`config.mk`:
```
export PLATFORM = sky130hd
export DESIGN_NAME = rx_4phase_buf_flat
export DESIGN_NICKNAME = d
export VERILOG_FILES = /design/src/rtl/rx_4phase_buf_pkg.sv /design/src/rtl/rx_4phase_buf_if.sv /design/src/rtl/rx_4phase_buf_sync2.sv /design/src/rtl/rx_4phase_buf.sv /design/src/flat_wrapper.sv
export SDC_FILE = /design/constraint.sdc
export NUM_CORES = 1
export LEC_CHECK = 0
export CELL_PAD_IN_SITES_DETAIL_PLACEMENT = 0
export CELL_PAD_IN_SITES_GLOBAL_PLACEMENT = 2
export CORE_MARGIN = 1
export CORE_UTILIZATION = 40
export DETAILED_ROUTE_END_ITERATION = 16
export PLACE_DENSITY_LB_ADDON = 0.1
export SYNTH_ARGS = -nofsm -noshare
export SYNTH_HDL_FRONTEND = slang
export SYNTH_SLANG_ARGS = --single-unit
export TNS_END_PERCENT = 1
```
`constraint.sdc`:
```
create_clock -name clk -period 3.04 [get_ports clk]
set_input_delay 0.456 -clock clk [delete_from_list [all_inputs] [get_ports clk]]
set_output_delay 0.456 -clock clk [all_outputs]
set_load 0.01 [all_outputs]
```
`src/rtl/rx_4phase_buf_pkg.sv`:
```
// rtl/rx_4phase_buf_pkg.sv - shared word width, FIFO sizing and handshake state encodings
package rx_4phase_buf_pkg;
  localparam int DATA_MSB = 7;
  localparam int DEPTH    = 4;
  localparam int PTR_W    = 2;

  typedef enum logic {
    ST_IDLE = 1'b0,
    ST_HOLD = 1'b1
  } hs_state_t;
endpackage

```
`src/rtl/rx_4phase_buf_if.sv`:
```
// rtl/rx_4phase_buf_if.sv - four-phase receive handshake plus consumer pop bundle
interface rx_4phase_buf_if
  #(parameter int DATA_MSB = rx_4phase_buf_pkg::DATA_MSB);
  logic              req;
  logic [DATA_MSB:0] input_rx;
  logic              ack;
  logic [DATA_MSB:0] output_rx;
  logic              d;
  logic              f;
  logic              rd;

  modport master (output req, input_rx, rd, input ack, output_rx, d, f);
  modport slave  (input req, input_rx, rd, output ack, output_rx, d, f);
endinterface

```
`src/rtl/rx_4phase_buf_sync2.sv`:
```
// rtl/rx_4phase_buf_sync2.sv - generic two-flop synchroniser with async active-high reset
module sync2 (
  input  logic clk,
  input  logic reset,
  input  logic d_in,
  output logic q_out
);
  logic s1;

  always_ff @(posedge clk or posedge reset) begin
    if (reset) begin
      s1    <= 1'b0;
      q_out <= 1'b0;
    end else begin
      s1    <= d_in;
      q_out <= s1;
    end
  end
endmodule

```
`src/rtl/rx_4phase_buf.sv`:
```
// rtl/rx_4phase_buf.sv - four-phase CDC receiver capturing words into a small FIFO
module rx_4phase_buf
  import rx_4phase_buf_pkg::*;
#(
  parameter int DATA_MSB = rx_4phase_buf_pkg::DATA_MSB,
  parameter int DEPTH    = rx_4phase_buf_pkg::DEPTH,
  parameter int PTR_W    = rx_4phase_buf_pkg::PTR_W
) (
  input logic            clk,
  input logic            reset,
  rx_4phase_buf_if.slave bus
);
  localparam logic [PTR_W:0] FULL_CNT = (PTR_W + 1)'(DEPTH);

  logic              req_s2;
  hs_state_t         state, state_next;
  logic [DATA_MSB:0] mem [DEPTH];
  logic [PTR_W-1:0]  wr_ptr, rd_ptr;
  logic [PTR_W:0]    count, count_next;
  logic              d_r, f_r, wr_en, rd_en;

  sync2 u_req_sync (
    .clk   (clk),
    .reset (reset),
    .d_in  (bus.req),
    .q_out (req_s2)
  );

  always_ff @(posedge clk or posedge reset) begin
    if (reset) state <= ST_IDLE;
    else       state <= state_next;
  end

  // A full FIFO holds the FSM in IDLE with ack low, back-pressuring the transmitter.
  always_comb begin
    state_next = state;
    wr_en      = 1'b0;
    case (state)
      ST_IDLE: if (req_s2 && !f_r) begin
        wr_en      = 1'b1;
        state_next = ST_HOLD;
      end
      ST_HOLD: if (!req_s2) state_next = ST_IDLE;
      default: state_next = ST_IDLE;
    endcase
  end

  assign rd_en = bus.rd && d_r;

  always_comb begin
    case ({wr_en, rd_en})
      2'b10:   count_next = count + 1'b1;
      2'b01:   count_next = count - 1'b1;
      default: count_next = count;
    endcase
  end

  always_ff @(posedge clk or posedge reset) begin
    if (reset) begin
      wr_ptr <= '0;
      rd_ptr <= '0;
      count  <= '0;
      d_r    <= 1'b0;
      f_r    <= 1'b0;
      for (int i = 0; i < DEPTH; i++) mem[i] <= '0;
    end else begin
      if (wr_en) begin
        mem[wr_ptr] <= bus.input_rx;
        wr_ptr      <= wr_ptr + 1'b1;
      end
      if (rd_en) rd_ptr <= rd_ptr + 1'b1;
      count <= count_next;
      d_r   <= (count_next != '0);
      f_r   <= (count_next == FULL_CNT);
    end
  end

  assign bus.ack       = (state == ST_HOLD);
  assign bus.d         = d_r;
  assign bus.f         = f_r;
  assign bus.output_rx = mem[rd_ptr];
endmodule

```
`src/flat_wrapper.sv`:
```
// flat-port wrapper written by rule: the top's interface ports become plain ports
module rx_4phase_buf_flat import rx_4phase_buf_pkg::*;
#(
  parameter int DATA_MSB = rx_4phase_buf_pkg::DATA_MSB,
  parameter int DEPTH    = rx_4phase_buf_pkg::DEPTH,
  parameter int PTR_W    = rx_4phase_buf_pkg::PTR_W
)
  (clk, reset, bus_req, bus_input_rx, bus_rd, bus_ack, bus_output_rx, bus_d, bus_f);
  rx_4phase_buf_if #(.DATA_MSB(DATA_MSB)) bus_i ();
  input logic clk;
  input logic reset;
  input wire logic [$bits(bus_i.req)-1:0] bus_req;
  input wire logic [$bits(bus_i.input_rx)-1:0] bus_input_rx;
  input wire logic [$bits(bus_i.rd)-1:0] bus_rd;
  output wire logic [$bits(bus_i.ack)-1:0] bus_ack;
  output wire logic [$bits(bus_i.output_rx)-1:0] bus_output_rx;
  output wire logic [$bits(bus_i.d)-1:0] bus_d;
  output wire logic [$bits(bus_i.f)-1:0] bus_f;
  assign bus_i.req = bus_req;
  assign bus_i.input_rx = bus_input_rx;
  assign bus_i.rd = bus_rd;
  assign bus_ack = bus_i.ack;
  assign bus_output_rx = bus_i.output_rx;
  assign bus_d = bus_i.d;
  assign bus_f = bus_i.f;
  rx_4phase_buf #(.DATA_MSB(DATA_MSB), .DEPTH(DEPTH), .PTR_W(PTR_W)) u_core (.clk(clk), .reset(reset), .bus(bus_i));
endmodule
```
==> results.md, run 1 <==
- Final Util: 49.24%
- Cts bufs inserted: 5
- Final setup viols: 0
- Die X: 72.61 µm
- Hold Fails Final Rpt: 0
- Synth Area in Adders: between 4 and 5%
- Largest net degree at the start of global routing: 45
- First-pass GRT wire length: 5789 µm
- Max IR drop VDD: 397.9 µV
- Area grow syn2layout: 17.38%
- Library cells used by synthesis: 21
- Worst endpoint data arrival time: 2.08 ns
- Slew Limit Fails: 0
- Gr usage total: 15.05%
- Post-synthesis mux area share: 27.67%
- Vias: 1055
- Critical Path RT: 2.58 ns
- Worst path bufs/invs: 1
- Clock skew: between 0.007 and 0.008 ns
- Remaining DRCs: 0
- Rel. slew slack: 62.34%
- FF+latch area: 0.001101 mm²
- Complex-gate fraction of the synthesized area: 1.945%
- Starting Density: 41.95%
- CP Cell Sequence: mux4_2, clkdlybuf4s50_1
- Dpl hpwl: roughly 2300 µm
- Clk sinks: 44
- Least-Margin Pin Slew: 0.5648 ns
- RSZ-0062 raised after global routing: false
- Core region area: 0.004755 mm²
- Dominant cells by area after synthesis: dfrtp_1 (55%), mux2_2 (19%), mux4_2 (9.0%)
- Die area: 0.005272 mm²
- Die height: 72.61 µm
- Number of global-route vias before repair: about 1200
- ANT nets after route: 0
- Grt ovf: 0
- WL final: 3350 µm
- Yosys warnings: 0
- Crit Path Class: reg -> out
- Startpoint types: register
- GPL Wtd Cong: 0.6693
- Seq cells post-synth: 44
- Area of the multi-input gates: a little over 800 µm²
- Flop2flop setup slack: 0.84 ns
- Postcts setup bufs: 0
- # hold bufs at CTS: 0
- Max Cap Viol: 0
- DR pass1 iterations: 4
- Commonest non-fill, non-tap cell in the layout: dfrtp_1
- Clk_lat worst skew: 0.29 ns
- Final period util: between 80% and 90%
- Most frequent cells in the layout: dfrtp_1 (44), mux2_2 (33), clkdlybuf4s50_1 (22)
- Share of cells above drive strength 1: 35.76%
- Io pins: 23
- H-tree depth: 2
- Slowest-stage cell, CP: dfrtp_1
- Status: finished, final reports clean
- Crit path max-delay family: flip-flops
- Worst min path class: reg -> reg
- Wirelength per Cell: 15.37 µm
- Top cell type's share of synthesized area: between 50 and 60%
- Initial DRC count: 24
- Setup TNS: 0 ns
- Rows: 25
- Setup crit end kind: output port
- Xor/xnor share of the synthesized area: roughly 2.6%
- Worst-path clk slew: 0.08 ns
- Antenna violations before repair: 0
- Root buffer cell: clkbuf_8
- Sequential fraction of the synthesis area: 55.21%
- Post-synthesis simple-gate area fraction: 4.705%
- Tmin final: 2.537 ns
- Biggest area consumer among synthesized cells: dfrtp_1
- Avg Cell Area, Syn: 15.83 µm²
- Via density: ~4.8
- Synth Net Count: 144
- Resize count post-CTS: 0
- Number of diodes: 0
- Final-layout fill cell count: ~430
- Deepest clock path buffer count: 2
- Worst path max stage delay: just over 0.7 ns
- CTS tree: yes
- Power per cell area: 1028 mW/mm²
- Max frequency: roughly 400 MHz
- Leakage power: 0.9745 nW
- Final net count: 168
- Main combinational cell family by area after synthesis: multiplexers
- Synth Cell Area: 0.001994 mm²
- Crit Path Max Fanout: 9
- Gate Count Post-Synth: 126
- Port buffer count: 22
==> where the power goes <==
| part | leakage [nW] | internal [W] | switching [W] |
|---|---|---|---|
| registers | 0.527 | 0.000857 | 0.000210 |
| logic | 0.402 | 0.000651 | 0.000321 |
| clock network | 0.0455 | 0.000185 | 0.000182 |
==> cell families (layout without fill, tap and decap cells) <==
| family | after synthesis | after routing |
|---|---|---|
| flip-flops | 44 | 44 |
| multiplexers | 41 | 41 |
| AND/OR/NAND/NOR | 12 | 12 |
| buffers and inverters | 11 | 36 |
| adder cells (fa/ha/maj) | 6 | 6 |
| AO/OA/AOI/OAI | 6 | 6 |
| XOR/XNOR | 6 | 6 |
==> state kept, by name (all words and copies together) (netlist names) <==
name,count
u_core.wr_ptr,2
u_core.bus.f,1
u_core.mem,32
u_core.u_req_sync.s1,1
u_core.count,3
u_core.u_req_sync.q_out,1
u_core.bus.d,1
u_core.rd_ptr,2
u_core.bus.ack,1
==> synthesized netlist by cell type (all sizes together) <==
cell    number
a21boi       1
a21o         1
and2         5
buf          6
dfrtp       44
fa           1
ha           5
inv          5
mux2        33
mux4         8
nand2        2
nor3b        3
nor4bb       1
o21ai        3
o221ai       1
or2          1
xnor2        5
xor2         1
==> cell type report <==
class | instances | area share, %
sequential | 44 | 47.03
clock buffer | 8 | 3.848
inverter | 5 | 0.8017
tap | 67 | 3.581
multi-input combinational | 71 | 35.01
timing repair buffer | 23 | 9.727
==> final timing paths <==
kind / end / from / cells past startpoint
min reg2reg: u_core.u_req_sync.q_out$_DFF_PP0_ / u_core.u_req_sync.s1$_DFF_PP0_ / 0
min in group asynchronous: u_core.u_req_sync.s1$_DFF_PP0_ / reset / 3
max: bus_output_rx[1] / u_core.rd_ptr[1]$_DFFE_PP0P_ / 2
max in group asynchronous: u_core.mem[4]$_DFFE_PP0P_ / reset / 3
min: u_core.u_req_sync.q_out$_DFF_PP0_ / u_core.u_req_sync.s1$_DFF_PP0_ / 0
max reg2reg: u_core.bus.f$_DFF_PP0_ / u_core.bus.f$_DFF_PP0_ / 7
==> routing by layer <==
metal,GRT usage [%],part of all wire (%),vias to the layer above
met1,18.35,45,541
met2,25.75,51,17
met5,0,0,-
met3,4.144,3.0,4
li1,-,-,493
met4,5.229,1.1,0
==> through the flow <==
stage                     hold WS (ns)  cell area, µm²  setup WS, ns  total power (W)  std cells
after detailed placement        0.3403            2251        0.6346         0.002077        210
after global placement          0.3369            2251        0.6935         0.002029        210
final                           0.3533            2341        0.5025         0.002406        218
after global routing            0.3705            2341        0.3754         0.002584        218
after floorplan                 0.3312            1994         1.008         0.001715        126
after CTS                       0.3578            2341        0.4188         0.002447        218
Note: power is estimated with default switching activity, not from simulation.
==> run 2, diff against run 1 <==
clock period = 2.6 ns   (was 3.04 ns; I/O delays follow)
==> results.md, run 2 (synthesis gave the netlist of run 1 again) <==
- Status: finished, final reports clean
- Reg power frac: just over 40%
- Final net count: approximately 170
- Setup TNS: 0 ns
- Clk sinks: 44
- Crit Path Class: reg -> out
- Worst endpoint data arrival time: 1.86 ns
- Area grow syn2layout: 19.39%
- Resize count post-CTS: 0
- Die area: 0.005272 mm²
- GPL Wtd Cong: 0.6897
- Most flop-heavy register: u_core.mem
- Slew Limit Fails: 0
- Clock skew: 0.009225 ns
- Total power: ~0.003 W
- Critical Path RT: approximately 2.2 ns
- Dpl hpwl: approximately 2400 µm
- Clk_lat worst skew: 0.29 ns
- Startpoint types: register
- RSZ-0062 raised after global routing: false
- Routed wl met2: between 1500 and 2000 µm
- Core region area: roughly 0.0048 mm²
- First-pass GRT wire length: 5802 µm
- Deepest clock path buffer count: 2
- Final period util: 86.41%
- Count of non-filler cells in the finished layout: 221
- Cts bufs inserted: 5
- Max Cap Viol: 0
- Final setup viols: 0
- Sw power: 0.0008546 W
- Final Util: 50.08%
- Top routing layer in use: met4
- Root buffer cell: clkbuf_8
- CTS tree: yes
- Share of cells above drive strength 1: a little under two fifths
- Worst min path class: reg -> reg
- Hold Fails Final Rpt: 0
- Io pins: 23
- Number of global-route vias before repair: 1153
- Rel. slew slack: 63.17%
- Clock Power Share: between 10% and 20%
- WL final: around 3500 µm
- Starting Density: between 40% and 50%
- Most frequent cells in the layout: dfrtp_1 (44), mux2_2 (33), clkdlybuf4s50_1 (22)
- Setup crit end kind: output port
- Switch share: between 20% and 30%
- Postcts setup bufs: 0
- ANT nets after route: 0
- Power per cell area: 1232 mW/mm²
- Wire length on met1: between 1500 and 2000 µm
- Combinational Power Share: a little over two fifths
- Rows: 25
- Commonest non-fill, non-tap cell in the layout: dfrtp_1
- Wire length on met3: ~100 µm
- Least-Margin Pin Slew: ~0.55 ns
- Grt ovf: 0
- Antenna violations before repair: 0
- Tmin final: roughly 2.2 ns
- Leakage power: about 1 nW
- Number of diodes: 0
- Worst-path clk slew: 0.08 ns
- DP Area: around 0.0023 mm²
- Largest net degree at the start of global routing: 45
- Final instance area: about 0.0024 mm²
- Remaining DRCs: 0
- Vias: 1073
- Max IR drop VDD: around 520 µV
- # hold bufs at CTS: 0
- Via density: 4.855
- Crit Path Max Fanout: 4
- Max frequency: 445.1 MHz
- Gr usage total: around 15%
- Die height: 72.61 µm
- Placed instance count: 213
- Top Registers: u_core.mem: 32 flops, u_core.count: 3 flops
- Max reg flops: 32
- H-tree depth: 2
- Die X: 72.61 µm
- DR pass1 iterations: 4
- Internal: 0.002078 W
- Initial DRC count: 55
- Port buffer count: 22
- Wirelength per Cell: 15.76 µm
-- run 2: layout make-up --
| cell class | instances | area, µm² |
|---|---|---|
| inverter | 5 | 18.77 |
| multi-input combinational | 71 | 819.5 |
| tap | 67 | 83.83 |
| clock inverter | 2 | 35.03 |
| sequential | 44 | 1101 |
| fill | 425 | 2374 |
| clock buffer | 6 | 72.57 |
| timing repair buffer | 26 | 250.2 |
-- run 2: path summary, 6_finish.rpt --
path / startpoint / endpoint / slack [ns] / cells past startpoint
max in group asynchronous: reset / u_core.mem[13]$_DFFE_PP0P_ / 1.68 / 3
hold / removal: u_core.u_req_sync.s1$_DFF_PP0_ / u_core.u_req_sync.q_out$_DFF_PP0_ / 0.38 / 0
setup reg to reg: u_core.bus.f$_DFF_PP0_ / u_core.bus.f$_DFF_PP0_ / 0.37 / 7
setup / recovery: u_core.rd_ptr[1]$_DFFE_PP0P_ / bus_output_rx[1] / 0.35 / 3
hold reg to reg: u_core.u_req_sync.s1$_DFF_PP0_ / u_core.u_req_sync.q_out$_DFF_PP0_ / 0.38 / 0
min in group asynchronous: reset / u_core.wr_ptr[0]$_DFFE_PP0P_ / 0.54 / 3
-- run 2: layer usage --
| layer | vias to the layer above | track usage, % |
|---|---|---|
| met1 | 551 | 18.87 |
| met4 | 0 | 5.882 |
| li1 | 498 | - |
| met2 | 19 | 25.75 |
| met3 | 5 | 4.558 |
| met5 | - | 0 |
-- run 2: worst max-delay path, stage by stage (launching register included) --
cell	delay, ns
dfrtp_1	0.39
buf_4	0.18
mux4_2	0.51
clkdlybuf4s50_1	0.49
-- run 2: power groups by stage --
| stage | Sequential (W) | Combinational (W) | Clock (W) |
|---|---|---|---|
| 3_5_place_dp | 0.00122 | 0.00125 | 0 |
| 6_report | 0.00120 | 0.00123 | 0.000508 |
| 5_1_grt | 0.00125 | 0.00134 | 0.000555 |
| 3_3_place_gp | 0.00120 | 0.00121 | 0 |
| 2_1_floorplan | 0.00114 | 0.000866 | 0 |
| 4_1_cts | 0.00120 | 0.00125 | 0.000530 |
-- run 2: through the flow --
step | hold slack, ns | setup slack (ns)
final | 0.3803 | 0.3532
after global routing | 0.4017 | 0.2027
after CTS | 0.3899 | 0.3075
after detailed placement | 0.3522 | 0.2440
after global placement | 0.3411 | 0.3147
after floorplan | 0.3312 | 0.5677
==> run 3, diff against run 2 <==
PLACE_DENSITY = 0.75   (was not set)
PLACE_DENSITY_LB_ADDON = not set   (was 0.1)
==> results.md, run 3 (synthesis gave the netlist of run 1 again) <==
- Commonest non-fill, non-tap cell in the layout: dfrtp_1
- Die X: 72.61 µm
- Postcts setup bufs: 0
- Worst endpoint data arrival time: just under 2 ns
- ANT nets after route: 0
- Startpoint types: register
- First-pass GRT wire length: 6044 µm
- Remaining DRCs: 0
- Slew Limit Fails: 0
- Least-Margin Pin Slew: 0.5516 ns
- WL final: 3541 µm
- Worst-path clk slew: approximately 0.080 ns
- Most frequent cells in the layout: dfrtp_1 (44), mux2_2 (33), clkdlybuf4s50_1 (22)
- Port buffer count: 22
- DR pass1 iterations: 3
- Die area: 0.005272 mm²
- Rows: 25
- Via density: 4.995
- Most flop-heavy register: u_core.mem
- Initial DRC count: 58
- Clk sinks: 44
- Final net count: 170
- Number of diodes: 0
- Root buffer cell: clkbuf_8
- Power per cell area: ~1200 mW/mm²
- Final period util: 90.63%
- Wirelength per Cell: 16.10 µm
- GPL Wtd Cong: 0.7290
- Top Registers: u_core.mem: 32 flops, u_core.count: 3 flops
- Max frequency: 424.4 MHz
- Share of cells above drive strength 1: around 38%
- Deepest clock path buffer count: 2
- Max Cap Viol: 0
- Largest net degree at the start of global routing: 45
- Crit Path Class: reg -> out
- # hold bufs at CTS: 0
- Total power: 0.002862 W
- Vias: between 1000 and 1500
- Rel. slew slack: between 60% and 70%
- Worst min path class: reg -> reg
- Core region area: 0.004755 mm²
- Antenna violations before repair: 0
- Resize count post-CTS: 0
- Io pins: 23
- Setup TNS: 0 ns
- Starting Density: between 40% and 50%
- Grt ovf: 0
- RSZ-0062 raised after global routing: false
- Crit Path Max Fanout: 7
- Die height: 72.61 µm
- Clock skew: ~0.0058 ns
- CTS tree: yes
- Setup crit end kind: output port
- Dpl hpwl: 2524 µm
- Clk_lat worst skew: 0.29 ns
- Critical Path RT: 2.21 ns
- Hold Fails Final Rpt: 0
- Gr usage total: 15.71%
- Final hold slack: 0.3645 ns
- Max IR drop VDD: 447.7 µV
- Cts bufs inserted: 5
- Area grow syn2layout: 18.26%
- Max reg flops: 32
- Final setup viols: 0
- Status: finished, final reports clean
- H-tree depth: 2
- Leakage power: 0.9896 nW
- Number of global-route vias before repair: ~1200
- Tmin final: 2.356 ns
run 3: worst paths after layout:
| check | start | to | slack, ns | cells after the start |
|---|---|---|---|---|
| worst max-delay path | u_core.rd_ptr[1]$_DFFE_PP0P_ | bus_output_rx[1] | 0.24 | 3 |
| worst min-delay path | u_core.u_req_sync.s1$_DFF_PP0_ | u_core.u_req_sync.q_out$_DFF_PP0_ | 0.36 | 0 |
| worst max register to register | u_core.bus.f$_DFF_PP0_ | u_core.bus.d$_DFF_PP0_ | 0.38 | 7 |
| worst min register to register | u_core.u_req_sync.s1$_DFF_PP0_ | u_core.u_req_sync.q_out$_DFF_PP0_ | 0.36 | 0 |
| max in group asynchronous | reset | u_core.count[0]$_DFF_PP0_ | 1.69 | 3 |
| min in group asynchronous | reset | u_core.mem[0]$_DFFE_PP0P_ | 0.53 | 3 |
run 3: routing by layer:
metal / up-vias / GRT usage, % / wire (µm)
met3: 4 / 4.558 / 122
met2: 21 / 26.79 / 1792
met4: 0 / 3.922 / 40
met5: - / 0 / 0
li1: 504 / - / -
met1: 570 / 19.71 / 1586
run 3: power breakdown:
group / total (W) / switching [W] / leakage [nW] / internal (W)
combinational: 0.00121 / 0.000428 / 0.412 / 0.000781
sequential: 0.00122 / 0.000216 / 0.527 / 0.00100
clock: 0.000435 / 0.000223 / 0.0510 / 0.000212
total: 0.00286 / 0.000866 / 0.990 / 0.00200
run 3: layout make-up:
class	count	area (µm²)
Clock inverter	2	10.01
Timing Repair Buffer	25	242.7
Inverter	5	18.77
Tap cell	67	83.83
Multi-Input combinational cell	71	819.5
Clock buffer	6	82.58
Fill cell	434	2396
Sequential cell	44	1101
run 3: critical path, stage by stage (launching register included):
cell and delay, ns:
dfrtp_1 0.41, buf_4 0.23, mux4_2 0.53, clkdlybuf4s50_1 0.49
run 3: stage by stage:
| stage | util [%] | std cells | instance area (µm²) | setup WS [ns] |
|---|---|---|---|---|
| after global routing | 49.61 | 220 | 2359 | 0.1722 |
| after CTS | 49.61 | 220 | 2359 | 0.2213 |
| after detailed placement | 47.66 | 212 | 2266 | 0.1792 |
| after floorplan | - | 126 | 1994 | 0.5677 |
| final | 49.61 | 220 | 2359 | 0.2436 |
| after global placement | 47.66 | 212 | 2266 | 0.3146 |
